**config.mk**
```make
export PLATFORM = sky130hd
export DESIGN_NAME = fp_align_shift_pipe
export DESIGN_NICKNAME = d
export VERILOG_FILES = /design/src/rtl/fp_pkg.sv /design/src/rtl/fp_shift_sticky.sv /design/src/rtl/fp_align_shift_pipe.sv
export SDC_FILE = /design/constraint.sdc
export NUM_CORES = 1
export LEC_CHECK = 0
export BUFFER_PORTS_ARGS = -buffer_cell sky130_fd_sc_hd__buf_2
export CAP_MARGIN = 20
export CORE_MARGIN = 4
export CORE_UTILIZATION = 48
export DETAILED_ROUTE_END_ITERATION = 6
export PLACE_DENSITY = 0.75
export SETUP_SLACK_MARGIN = 0.05
export SLEW_MARGIN = 20
export SYNTH_ARGS = -nofsm -noshare
export SYNTH_HDL_FRONTEND = slang
export SYNTH_SLANG_ARGS = --single-unit
export TNS_END_PERCENT = 5
```
**constraint.sdc**
```tcl
create_clock -name clk_i -period 1.4 [get_ports clk_i]
set_input_delay 0.14 -clock clk_i [delete_from_list [all_inputs] [get_ports clk_i]]
set_output_delay 0.14 -clock clk_i [all_outputs]
set_load 0.01 [all_outputs]
```
**src/rtl/fp_pkg.sv**
```systemverilog
// Shared definitions for the floating-point add/sub datapath: default widths,
// alignment-window helpers and the sideband tag layout.
package fp_pkg;

  localparam int MANT_W_DEF = 8;
  localparam int EXP_W_DEF  = 8;
  localparam int GRS_W_DEF  = 3;

  typedef struct packed {
    logic                 sign;
    logic [EXP_W_DEF-1:0] exp;
    logic                 op;
  } fp_tag_t;

  function automatic int unsigned calc_w(input int unsigned mant_w, input int unsigned grs_w);
    return mant_w + grs_w;
  endfunction

  // Width needed to hold a shift amount in 0..w inclusive.
  function automatic int unsigned amt_w(input int unsigned w);
    return $clog2(w + 1);
  endfunction

  // The compare is done at the full input width, so large differences never alias.
  function automatic logic [31:0] sat_shamt(input logic [63:0] diff, input int unsigned w);
    return (diff >= 64'(w)) ? 32'(w) : diff[31:0];
  endfunction

endpackage

```
**src/rtl/fp_shift_sticky.sv**
```systemverilog
// Combinational right shift of a W-bit vector, returning the shifted value and
// the OR of every bit that fell off the bottom.
module fp_shift_sticky #(
  parameter int W    = 11,
  parameter int SH_W = 4
) (
  input  logic [W-1:0]    i_din,
  input  logic [SH_W-1:0] i_sh,
  output logic [W-1:0]    o_dout,
  output logic            o_sticky
);

  localparam logic [W-1:0] ONES = '1;

  logic [W-1:0] w_lost_mask;

  // A shift of W or more yields an all-ones mask, so everything counts as lost.
  assign w_lost_mask = ~(ONES << i_sh);
  assign o_dout      = i_din >> i_sh;
  assign o_sticky    = |(i_din & w_lost_mask);

endmodule

```
**src/rtl/fp_align_shift_pipe.sv**
```systemverilog
// Two-stage mantissa alignment shifter: coarse shift in stage 1, fine shift in
// stage 2, sticky accumulated across both, valid/ready on each side.
module fp_align_shift_pipe
  import fp_pkg::*;
#(
  parameter int MANT_W    = MANT_W_DEF,
  parameter int EXP_W     = EXP_W_DEF,
  parameter int GRS_W     = GRS_W_DEF,
  parameter int FINE_BITS = 2,
  parameter int TAG_W     = 10
) (
  input  logic                    clk_i,
  input  logic                    rst_i,
  input  logic                    in_valid_i,
  output logic                    in_ready_o,
  input  logic [MANT_W-1:0]       mant_i,
  input  logic [EXP_W-1:0]        exp_diff_i,
  input  logic [TAG_W-1:0]        tag_i,
  output logic                    out_valid_o,
  input  logic                    out_ready_i,
  output logic [MANT_W+GRS_W-1:0] mant_o,
  output logic                    sticky_o,
  output logic                    all_out_o,
  output logic [TAG_W-1:0]        tag_o
);

  localparam int W  = calc_w(MANT_W, GRS_W);
  localparam int AW = amt_w(W);
  localparam logic [AW-1:0] FINE_MASK = AW'((1 << FINE_BITS) - 1);

  logic [2:1] r_vld;
  logic       w_s1_ready, w_s2_ready;
  logic       w_s1_load,  w_s2_load;

  assign w_s2_ready  = !r_vld[2] || out_ready_i;
  assign w_s1_ready  = !r_vld[1] || w_s2_ready;
  assign in_ready_o  = w_s1_ready;
  assign w_s1_load   = in_valid_i && w_s1_ready;
  assign w_s2_load   = r_vld[1] && w_s2_ready;
  assign out_valid_o = r_vld[2];

  // Stage 1: saturate, coarse shift by the amount with its fine bits cleared.
  logic [W-1:0]  w_full, w_s1_shift;
  logic [AW-1:0] w_amt, w_amt_coarse;
  logic          w_s1_sticky, w_all_out;

  assign w_full       = {mant_i, {GRS_W{1'b0}}};
  assign w_amt        = AW'(sat_shamt(64'(exp_diff_i), W));
  assign w_amt_coarse = w_amt & ~FINE_MASK;
  assign w_all_out    = 64'(exp_diff_i) >= 64'(W);

  fp_shift_sticky #(.W(W), .SH_W(AW)) u_coarse (
    .i_din    (w_full),
    .i_sh     (w_amt_coarse),
    .o_dout   (w_s1_shift),
    .o_sticky (w_s1_sticky)
  );

  logic [W-1:0]         r_s1_mant;
  logic                 r_s1_sticky, r_s1_all_out;
  logic [FINE_BITS-1:0] r_s1_fine;
  logic [TAG_W-1:0]     r_s1_tag;

  always_ff @(posedge clk_i) begin
    if (rst_i) begin
      r_s1_mant    <= '0;
      r_s1_sticky  <= 1'b0;
      r_s1_all_out <= 1'b0;
      r_s1_fine    <= '0;
      r_s1_tag     <= '0;
    end else if (w_s1_load) begin
      r_s1_mant    <= w_s1_shift;
      r_s1_sticky  <= w_s1_sticky;
      r_s1_all_out <= w_all_out;
      r_s1_fine    <= w_amt[FINE_BITS-1:0];
      r_s1_tag     <= tag_i;
    end
  end

  // Stage 2: fine shift, folding its lost bits into the stage-1 sticky.
  logic [W-1:0] w_s2_shift;
  logic         w_s2_sticky;

  fp_shift_sticky #(.W(W), .SH_W(FINE_BITS)) u_fine (
    .i_din    (r_s1_mant),
    .i_sh     (r_s1_fine),
    .o_dout   (w_s2_shift),
    .o_sticky (w_s2_sticky)
  );

  always_ff @(posedge clk_i) begin
    if (rst_i) begin
      mant_o    <= '0;
      sticky_o  <= 1'b0;
      all_out_o <= 1'b0;
      tag_o     <= '0;
    end else if (w_s2_load) begin
      mant_o    <= w_s2_shift;
      sticky_o  <= r_s1_sticky | w_s2_sticky;
      all_out_o <= r_s1_all_out;
      tag_o     <= r_s1_tag;
    end
  end

  always_ff @(posedge clk_i) begin
    if (rst_i) begin
      r_vld <= '0;
    end else begin
      if (w_s1_ready) r_vld[1] <= in_valid_i;
      if (w_s2_ready) r_vld[2] <= r_vld[1];
    end
  end

endmodule

```
==> metrics.md <==
| Metric | Value |
|---|---|
| Synth top area share | 0.4388 |
| Clk pin slew, worst setup/hold paths | 0.09 ns |
| Crit-path max FO | 6 |
| Layout cell share with drive strength beyond 1 | 0.3302 |
| Sequential fraction of the synthesis area | 0.4388 |
| Family with the most delay on the worst path | simple AND/OR/NAND/NOR gates |
| IO Port Bufs | 54 |
| LEAKAGE | 0.001129 uW |
| Avg Synthesized Cell Area | 8.910 sq um |
| Tot GR Track Use | 0.1860 |
| Congestion Overflow GR | 0 |
| Status | finished with violations |
| Final min period | 1.411 ns |
| Inserted Diodes | 0 |
| Worst hold path type | input port to flip-flop |
| Vias | 2138 |
| Ys Warns | 0 |
| Slowest stage delay, CP | 0.33 ns |
| Max capacitance violation total | 0 |
| Avg WL per Cell | 14.94 um |
| R2R setup slack | -0.01 ns |
| Core area | 4474 sq um |
| Critical Path AT | 1.62 ns |
| Layout area overhead | 23.97% |
| Setup Viol. Count Final | 1 |
| RSZ-0062 raised after global routing | yes |
| Netlist Area Pre-Place | 2281 sq um |
| Post-synthesis net count | 286 |
| Primary FF master, synth | dfxtp_1 |
| Largest cells by area after synthesis | dfxtp_1, a21oi_1, o21ai_0 |
| RD Place Congestion | 0.8719 |
| Hold buffers post-CTS | 0 |
| Area of the multi-input gates | 1169 sq um |
| Initial Util | 0.5098 |
| Clk sink count | 50 |
| Netlist cell types | 33 |
| Io pins | 55 |
| Count of final hold-check violations | 0 |
| Worst-Skew Late Latency | 0.30 ns |
| DIE AREA | 5919 sq um |
| Final Cycle Share | 1.008 |
| Rel. slew slack | 0.6276 |
| Final antenna-violating net count | 0 |
| Fillers | 384 |
| CP max-delay cell | dfxtp_2 |
| Tightest Pin Transition | 0.5566 ns |
| Vias per cell | 5.826 |
| CP Capture Type | flip-flop |
| EDFF count, synth | 0 |
| CTS buffer count | 5 |
| Final Instance Area | 2828 sq um |
| Initial antenna violation count | 0 |
| Fin cells | 367 |
| Chip Height | 76.94 um |
| DRT Pass-1 Iters | 4 |
| Final worst slack | -0.01143 ns |
| Largest net degree at the start of global routing | 27 |
| Yosys reg bits | 50 |
| Dpl ws | 0.0002970 ns |
| Placement Cell Area | 2654 sq um |
| Design Power | 2817 uW |
| TritonCTS clock tree | built |
| Final wirelength | 5483 um |
| Mapped Cells | 256 |
| Critical Setup Path Class | flip-flop to flip-flop |
| DRT iter0 DRCs | 155 |
| Max Clock Freq | 708.5 MHz |
| CP bufs+invs | 2 |
| Clk root buf | clkbuf_8 |
| Max Slew Vio Count | 0 |
| Worst-case vdd ir drop | 0.5028 mV |
| DRC viols | 0 |
| Worst path cell trace | and3b_2 > inv_2 > buf_6 > nand4_1 > o32ai_1 |
| Most common cell in the netlist | dfxtp_1 |
| Hpwl dp | 3891 um |
| Layout Skew | 0.004062 ns |
| CP Launch Type | flip-flop |
| H-tree levels | 2 |
| Nets | 344 |
| Worst EP required | 1.61 ns |
| Die width | 76.94 um |
| First-pass GRT wire length | 9066 um |
| Register area | 1007 sq um |
| Dpl cells | 356 |
| Failing checks | negative setup slack |
| Top cells by count, synth | dfxtp_1, a21oi_1, o21ai_0 |
| Number of global-route vias before repair | 1922 |
| Post-synth top area cell | dfxtp_1 |
| Post-synth ARST share | 0 |
| FP Rows | 24 |
| Pwr per Cell Area | 996.3 nW/um^2 |
| CTS max path bufs | 2 |
[cell usage in the layout (no fill, tap or decap)]
cell and count:
o21ai_0 28, clkbuf_8 8, o22ai_1 6, dfxtp_4 1
a21o_1 2, nand3_1 24, dfxtp_1 47, or4_4 1
o21a_1 1, a21oi_1 36, o32ai_1 6, nand2b_1 13
nand4_1 4, mux2i_1 10, nor2_1 3, a211oi_1 6
nor2b_1 1, mux4_2 2, inv_2 1, buf_6 3
nor3b_1 1, buf_4 19, or3_4 1, dfxtp_2 2
mux2_2 8, nor3_1 2, a311oi_1 4, or3_1 2
inv_1 7, or4_1 1, and3b_2 1, o32ai_2 3
buf_2 54, nand4b_1 5, nor4_1 1, nand3b_1 1
[area by class of cell]
class	instances	area share
Clock buffer	8	0.03894
Inverter	8	0.01062
Multi-Input combinational cell	173	0.4133
Sequential cell	50	0.3562
Tap cell	52	0.02301
Timing Repair Buffer	76	0.1580
[logic make-up after synthesis]
family	Yosys count	share of synthesized area
buffers and inverters	33	0.05924
DFF	50	0.4388
and+or+nand+nor	61	0.1624
muxes	20	0.1031
AOI/OAI and AO/OA	92	0.2364
[metrics by stage]
stage	setup TNS (ns)	hold slack, ns	util
floorplan	0	0.3037	-
global placement	0	0.4091	0.5931
detailed placement	0	0.4135	0.5931
CTS	0	0.08248	0.6205
global route	-0.08791	0.08661	0.6320
finish	-0.01143	0.09434	0.6320
[final timing paths]
check                  to  cells past startpoint         from
max reg2reg  r_s1_mant[5]                      5     r_vld[1]
max          r_s1_mant[5]                      5     r_vld[1]
min reg2reg      tag_o[2]                      2  r_s1_tag[2]
min           r_s1_tag[0]                      3     tag_i[0]
[flip-flops by register name, summed over array words and instances (netlist names), 2 cells and up]
register	cells
r_s1_tag	10
tag_o	10
r_vld	2
r_s1_mant	11
mant_o	11
r_s1_fine	2
[tightest hold or removal path, cell delays in order]
cell	delay, ns
buf_2	0.09
nand3_1	0.07
a21oi_1	0.05
[metal layers]
metal  vias up  GRT usage  part of all wire  wire (um)
li1       1065          -                 -          -
met1      1001     0.2690              0.50       2725
met2        65     0.2735              0.43       2381
met3         7    0.04450             0.056        308
met4         0    0.05435             0.012         68
met5         -          0                 0          0
[what timing repair did]
action	CTS	global route
buffers inserted	1	2
setup endpoints to repair	7	20
pin swaps	0	7
gates resized for setup	2	9
[power by group]
group | internal [uW] | total [uW] | switching (uW)
clock | 499 | 956 | 456
sequential | 1470 | 1510 | 36.0
combinational | 164 | 353 | 190
(Power assumes the default switching activity.)
